File: src/rtl/pn_pkg.sv
// Shared constants and types for the PN preamble frame sequencer.
package pn_pkg;

    localparam logic [4:0] PN_SEED   = 5'b00001;
    localparam int         PN_PERIOD = 31;
    localparam int         PN_TAP_HI = 4;
    localparam int         PN_TAP_LO = 2;

    typedef enum logic [1:0] {
        PH_NONE  = 2'd0,
        PH_PRE   = 2'd1,
        PH_PAY   = 2'd2,
        PH_GUARD = 2'd3
    } phase_t;

    typedef enum logic [1:0] {
        ST_IDLE,
        ST_PRE,
        ST_PAY,
        ST_GUARD
    } state_t;

    function automatic logic [4:0] pn_next(input logic [4:0] s);
        return {s[3:0], s[PN_TAP_HI] ^ s[PN_TAP_LO]};
    endfunction

endpackage

File: src/rtl/pn_lfsr5.sv
// 5-bit maximal-length PN generator with explicit seed load and lock-up recovery.
module pn_lfsr5
    import pn_pkg::*;
(
    input  logic clk,
    input  logic rst,
    input  logic load,
    input  logic adv,
    output logic pn_bit
);

    logic [4:0] s;

    // NOTE: sequential state uses <= only, so every flop updates from pre-edge values.
    always_ff @(posedge clk) begin
        if (rst) begin
            s <= PN_SEED;
        end else if (load || s == 5'b00000) begin
            s <= PN_SEED;
        end else if (adv) begin
            s <= pn_next(s);
        end
    end

    assign pn_bit = s[PN_TAP_HI];

endmodule

File: src/rtl/pn_frame_ctrl.sv
// Frame sequencer: PN preamble, pass-through payload, zero guard, one registered output beat.
module pn_frame_ctrl
    import pn_pkg::*;
#(
    parameter int PRE_REPS  = 2,
    parameter int GUARD_LEN = 8,
    parameter int LEN_W     = 12
) (
    input  logic             clk,
    input  logic             rst,
    input  logic             start,
    input  logic [LEN_W-1:0] payload_len,
    input  logic             s_data,
    input  logic             s_valid,
    output logic             s_ready,
    output logic             m_bit,
    output logic             m_valid,
    input  logic             m_ready,
    output logic [1:0]       m_phase,
    output logic             m_last,
    output logic             busy,
    output logic             done
);

    localparam int PRE_TOTAL = PN_PERIOD * PRE_REPS;
    localparam int PRE_W     = $clog2(PRE_TOTAL);
    localparam int GUARD_W   = $clog2(GUARD_LEN + 1);

    localparam logic [PRE_W-1:0]   PRE_LAST   = PRE_W'(PRE_TOTAL - 1);
    localparam logic [GUARD_W-1:0] GUARD_END  = GUARD_W'(GUARD_LEN);
    localparam logic [GUARD_W-1:0] GUARD_LAST = GUARD_W'(GUARD_LEN - 1);

    state_t             state, state_n;
    logic [LEN_W-1:0]   len_q;
    logic [PRE_W-1:0]   pre_cnt;
    logic [LEN_W-1:0]   pay_cnt;
    logic [GUARD_W-1:0] guard_cnt;

    logic   pn_bit;
    logic   lfsr_load, lfsr_adv;
    logic   load_ok, load_beat, bit_avail, pay_left;
    logic   bit_n, last_n, done_n;
    phase_t phase_n;

    pn_lfsr5 u_lfsr (
        .clk    (clk),
        .rst    (rst),
        .load   (lfsr_load),
        .adv    (lfsr_adv),
        .pn_bit (pn_bit)
    );

    // The output stage can take a new beat when empty or when its beat leaves this cycle.
    assign load_ok   = !m_valid || m_ready;
    assign pay_left  = (pay_cnt != len_q);
    assign load_beat = bit_avail && load_ok;
    assign s_ready   = (state == ST_PAY) && pay_left && load_ok;
    assign busy      = (state != ST_IDLE);

    always_ff @(posedge clk) begin
        if (rst) state <= ST_IDLE;
        else     state <= state_n;
    end

    // NOTE: every always_comb output gets a default first so no path infers a latch.
    always_comb begin
        state_n   = state;
        bit_avail = 1'b0;
        bit_n     = 1'b0;
        phase_n   = PH_NONE;
        last_n    = 1'b0;
        lfsr_load = 1'b0;
        lfsr_adv  = 1'b0;
        done_n    = 1'b0;
        case (state)
            ST_IDLE: begin
                if (start) begin
                    state_n   = ST_PRE;
                    lfsr_load = 1'b1;
                end
            end
            ST_PRE: begin
                bit_avail = 1'b1;
                bit_n     = pn_bit;
                phase_n   = PH_PRE;
                if (load_ok) begin
                    lfsr_adv = 1'b1;
                    if (pre_cnt == PRE_LAST)
                        state_n = (len_q == '0) ? ST_GUARD : ST_PAY;
                end
            end
            ST_PAY: begin
                bit_avail = s_valid && pay_left;
                bit_n     = s_data;
                phase_n   = PH_PAY;
                if (load_beat && pay_cnt == len_q - LEN_W'(1))
                    state_n = ST_GUARD;
            end
            ST_GUARD: begin
                bit_avail = (guard_cnt != GUARD_END);
                phase_n   = PH_GUARD;
                last_n    = (guard_cnt == GUARD_LAST);
                // Leave only once the final guard beat has actually been taken downstream.
                if (m_valid && m_ready && m_last) begin
                    state_n = ST_IDLE;
                    done_n  = 1'b1;
                end
            end
            default: state_n = ST_IDLE;
        endcase
    end

    always_ff @(posedge clk) begin
        if (rst) begin
            len_q     <= '0;
            pre_cnt   <= '0;
            pay_cnt   <= '0;
            guard_cnt <= '0;
            m_bit     <= 1'b0;
            m_phase   <= PH_NONE;
            m_last    <= 1'b0;
            m_valid   <= 1'b0;
            done      <= 1'b0;
        end else begin
            done <= done_n;
            if (state == ST_IDLE && start) begin
                len_q     <= payload_len;
                pre_cnt   <= '0;
                pay_cnt   <= '0;
                guard_cnt <= '0;
            end
            if (load_beat) begin
                m_valid <= 1'b1;
                m_bit   <= bit_n;
                m_phase <= phase_n;
                m_last  <= last_n;
                case (state)
                    ST_PRE:   pre_cnt   <= pre_cnt + PRE_W'(1);
                    ST_PAY:   pay_cnt   <= pay_cnt + LEN_W'(1);
                    ST_GUARD: guard_cnt <= guard_cnt + GUARD_W'(1);
                    default:  ;
                endcase
            end else if (m_ready) begin
                m_valid <= 1'b0;
            end
        end
    end

endmodule

File: config.mk
export PLATFORM = sky130hd
export DESIGN_NAME = pn_frame_ctrl
export DESIGN_NICKNAME = d
export VERILOG_FILES = /design/src/rtl/pn_pkg.sv /design/src/rtl/pn_lfsr5.sv /design/src/rtl/pn_frame_ctrl.sv
export SDC_FILE = /design/constraint.sdc
export NUM_CORES = 1
export LEC_CHECK = 0
export ABC_AREA = 1
export ABC_CLOCK_PERIOD_IN_PS = 2400
export CAP_MARGIN = 20
export CORE_UTILIZATION = 50
export CTS_BUF_LIST = sky130_fd_sc_hd__clkbuf_2
export DETAILED_ROUTE_END_ITERATION = 8
export DONT_BUFFER_PORTS = 1
export PLACE_DENSITY = 0.61
export SLEW_MARGIN = 20
export SYNTH_ARGS = -nofsm -noshare
export SYNTH_HDL_FRONTEND = slang
export SYNTH_HIERARCHICAL = 1
export SYNTH_SLANG_ARGS = --single-unit
File: constraint.sdc
create_clock -name clk -period 2.4 [get_ports clk]
set_input_delay 0.36 -clock clk [delete_from_list [all_inputs] [get_ports clk]]
set_output_delay 0.36 -clock clk [all_outputs]
set_load 0.01 [all_outputs]
==> flow_summary.ini <==
[clock_network]
clock-sinks = 47
cts_setup_buffers = 0
clk_pin_slew_ps = 270
clk_latency_ps = 440
cts_tree = done
cts_root_buf = clkbuf_2
cts-buffers-inserted = 5
cts_max_path_buffers = 2
htree_levels = 2

[worst_hold_path]
holdCritPathClass = input port to register

[yosys]
syn_avg_cell_area_sq_um = 6.479
synthTopCellsByArea = dfxtp_1 (32%), nand2_1 (15%), a21oi_1 (7.9%)
yosysUniqueCellTypes = 36
synth_nets = 479
ys_ff_latch = 47
syn_area_sq_mm = 0.002909
postSynthCellCount = 449
yosys_warnings = 6
yosysTopAreaCell = dfxtp_1
synth_top_area_share_pct = 32.34
netlist_top_cells_count = nand2_1 (116), nor2_1 (49), dfxtp_1 (47), inv_1 (47), a21oi_1 (46)
synthFlopType = dfxtp_1
synthArstFlopShare_pct = 0
synth_enable_flop_cells = 0
ys_seq_area_share_pct = 32.34
yosysMostFrequentCell = nand2_1

[critical_path]
cp.required_ps = 2800
worst-r2r-setup-slack_ps = 390
cp_max_fo = 6
critPathLaunchType = register
slowest_stage = dfxtp_1
worst-path-buf-inv = 2
cp.arrival_ps = 2410
crit_family = simple AND/OR/NAND/NOR gates
max_stage_delay_ps = 430
cp_common_cell = nor2_1
critPathKind = register to register
crit_chain = inv_1, ha_2, inv_2, nor2_1, nand2_1, nor3_2, nand3_1, nor2_1, nand2_1, nor2_1, a21oi_1, a21oi_1
critPathCaptureType = register

[timing]
final.setup_skew_ps = 34.72
maxSlewHeadroom_pct = 48.55
tns_ps = 0
rsz0062_at_grt = false
setup_viol = 0
max_freq_ghz = 0.4968
slew_viol_final = 0
min_period_ps = 2013
hold_slack_ps = 62.53
tightest_slew_ps = 771.0
finalCritPeriodShare_pct = 83.87
hold_viol = 0

[detailed_routing]
drtAntennaViolNets = 0
drtIter0Drc = 117
drc = 0
wl_microns = 7035
routedWlPerCell_microns = 13.50
drt_first_pass_iters = 4
via_per_inst = 5.298
vias = 2760

[floorplanning]
coreArea_sq_mm = 0.005540
die_area_sq_mm = 0.006127
rows = 27
die_width_microns = 78.28
dieHeight_microns = 78.28
start_util_pct = 52.51
num_io_pins = 26

[final_layout]
diodes = 0
drive_gt1_share_pct = 6.904
utilization_pct = 54.34
post-route-cell-area_sq_mm = 0.003010
nFillCells = 578
seq_area_sq_um = 940.9
syn_to_final_growth_pct = 3.484
multiInputGateArea_sq_mm = 0.001692
final_nets = 478

[power_and_ir_drop]
irDropWorstVdd_mv = 0.6174
total_power_mw = 2.903
pwr-share-clk_pct = 11.7
p_int_mw = 1.480
comb_power_share_pct = 52.2
p_per_area_mw_per_mm2 = 964.5
switching_power_mw = 1.423
seq_power_share_pct = 36.1
p_leak_nw = 1.277
swShare_pct = 49.02

[placement]
gp_congestion = 0.8952
dp_hpwl_microns = 5155
portBuffers = 0
placed_area_sq_mm = 0.002958

[global_route]
grt_max_degree = 27
gr-usage-all-layers_pct = 25.29
grt_pass1_vias = 2688
gr-total-overflow = 0
grt_pass1_wl_microns = 12180
antenna_found_initial = 0

[run_status]
status = finished clean

[job]
cap_violations = 0
cell usage in the layout, fill, tap and decap left out, types with 2 or more instances in the layout:
| master | instances |
|---|---|
| a21oi_1 | 46 |
| a22o_1 | 2 |
| buf_4 | 4 |
| clkbuf_2 | 5 |
| clkinv_1 | 2 |
| dfxtp_1 | 47 |
| ha_1 | 11 |
| inv_1 | 47 |
| inv_2 | 5 |
| inv_4 | 2 |
| nand2_1 | 116 |
| nand2_2 | 2 |
| nand2_4 | 2 |
| nand3_1 | 43 |
| nand3_2 | 3 |
| nand4_1 | 7 |
| nor2_1 | 49 |
| nor2_2 | 2 |
| nor3_1 | 4 |
| o21ai_0 | 20 |
| o22ai_1 | 7 |
| xnor2_1 | 3 |
| xor2_1 | 4 |
per-layer routing:
| layer | track usage [%] | vias up | routed length [microns] |
|---|---|---|---|
| met2 | 42.54 | 66 | 3253 |
| li1 | - | 1454 | - |
| met5 | 0 | - | 0 |
| met3 | 5.465 | 6 | 403 |
| met4 | 9.444 | 0 | 68 |
| met1 | 31.54 | 1234 | 3310 |
worst paths after layout:
kind / from / to / cells past startpoint
worst max-delay path: state[0] / pay_cnt[11] / 12
worst min-delay path: payload_len[2] / len_q[2] / 2
worst max register to register: state[0] / pay_cnt[11] / 12
worst min register to register: guard_cnt[2] / guard_cnt[2] / 2
power groups by stage:
| stage | registers [mW] | logic (mW) | clock network (mW) |
|---|---|---|---|
| after detailed placement | 1.06 | 1.51 | 0 |
| after global placement | 1.06 | 1.50 | 0 |
| after CTS | 1.05 | 1.52 | 0.348 |
| after floorplan | 1.03 | 1.24 | 0 |
| final | 1.05 | 1.51 | 0.340 |
| after global routing | 1.07 | 1.76 | 0.375 |
state kept, by name (all words and copies together), names as in the netlist, 2 cells and up:
name and count:
m_phase 2, len_q 12, pre_cnt 6, state 2, u_lfsr/s 5, pay_cnt 12, guard_cnt 4
repair_timing:
action                                  CTS  global route
resized for setup                         0             1
hold buffers                              1             0
endpoints found under the hold margin    17             0
endpoints found under the setup margin    0             1
area by class of cell:
cell class / count / share of cell area, %
inverter: 54 / 6.899
clock inverter: 3 / 0.4988
sequential: 47 / 31.26
tap: 72 / 2.993
timing repair buffer: 5 / 1.330
multi-input combinational: 335 / 56.19
clock buffer: 5 / 0.8313
worst reg2reg max path, delay by kind of cell (launching register included):
family | cells | cell delay, ps
AOI/OAI and AO/OA | 2 | 190
adders and majority gates | 1 | 300
buffers and inverters | 2 | 230
DFF | 1 | 430
and+or+nand+nor | 7 | 830
stage by stage:
step,std cells,setup slack [ps]
3_5_place_dp,512,334.7
6_report,521,387.1
2_1_floorplan,449,642.8
5_1_grt,521,69.76
4_1_cts,521,297.6
3_3_place_gp,512,411.3
logic make-up after synthesis:
kind of cell | after synthesis | share of synthesized area [%]
flip-flops | 47 | 32.34
AO/OA/AOI/OAI | 83 | 15.61
buffers and inverters | 67 | 9.591
XOR/XNOR | 7 | 2.108
adder cells (fa/ha/maj) | 12 | 5.161
AND/OR/NAND/NOR | 233 | 35.18
(Power assumes the default switching activity.)
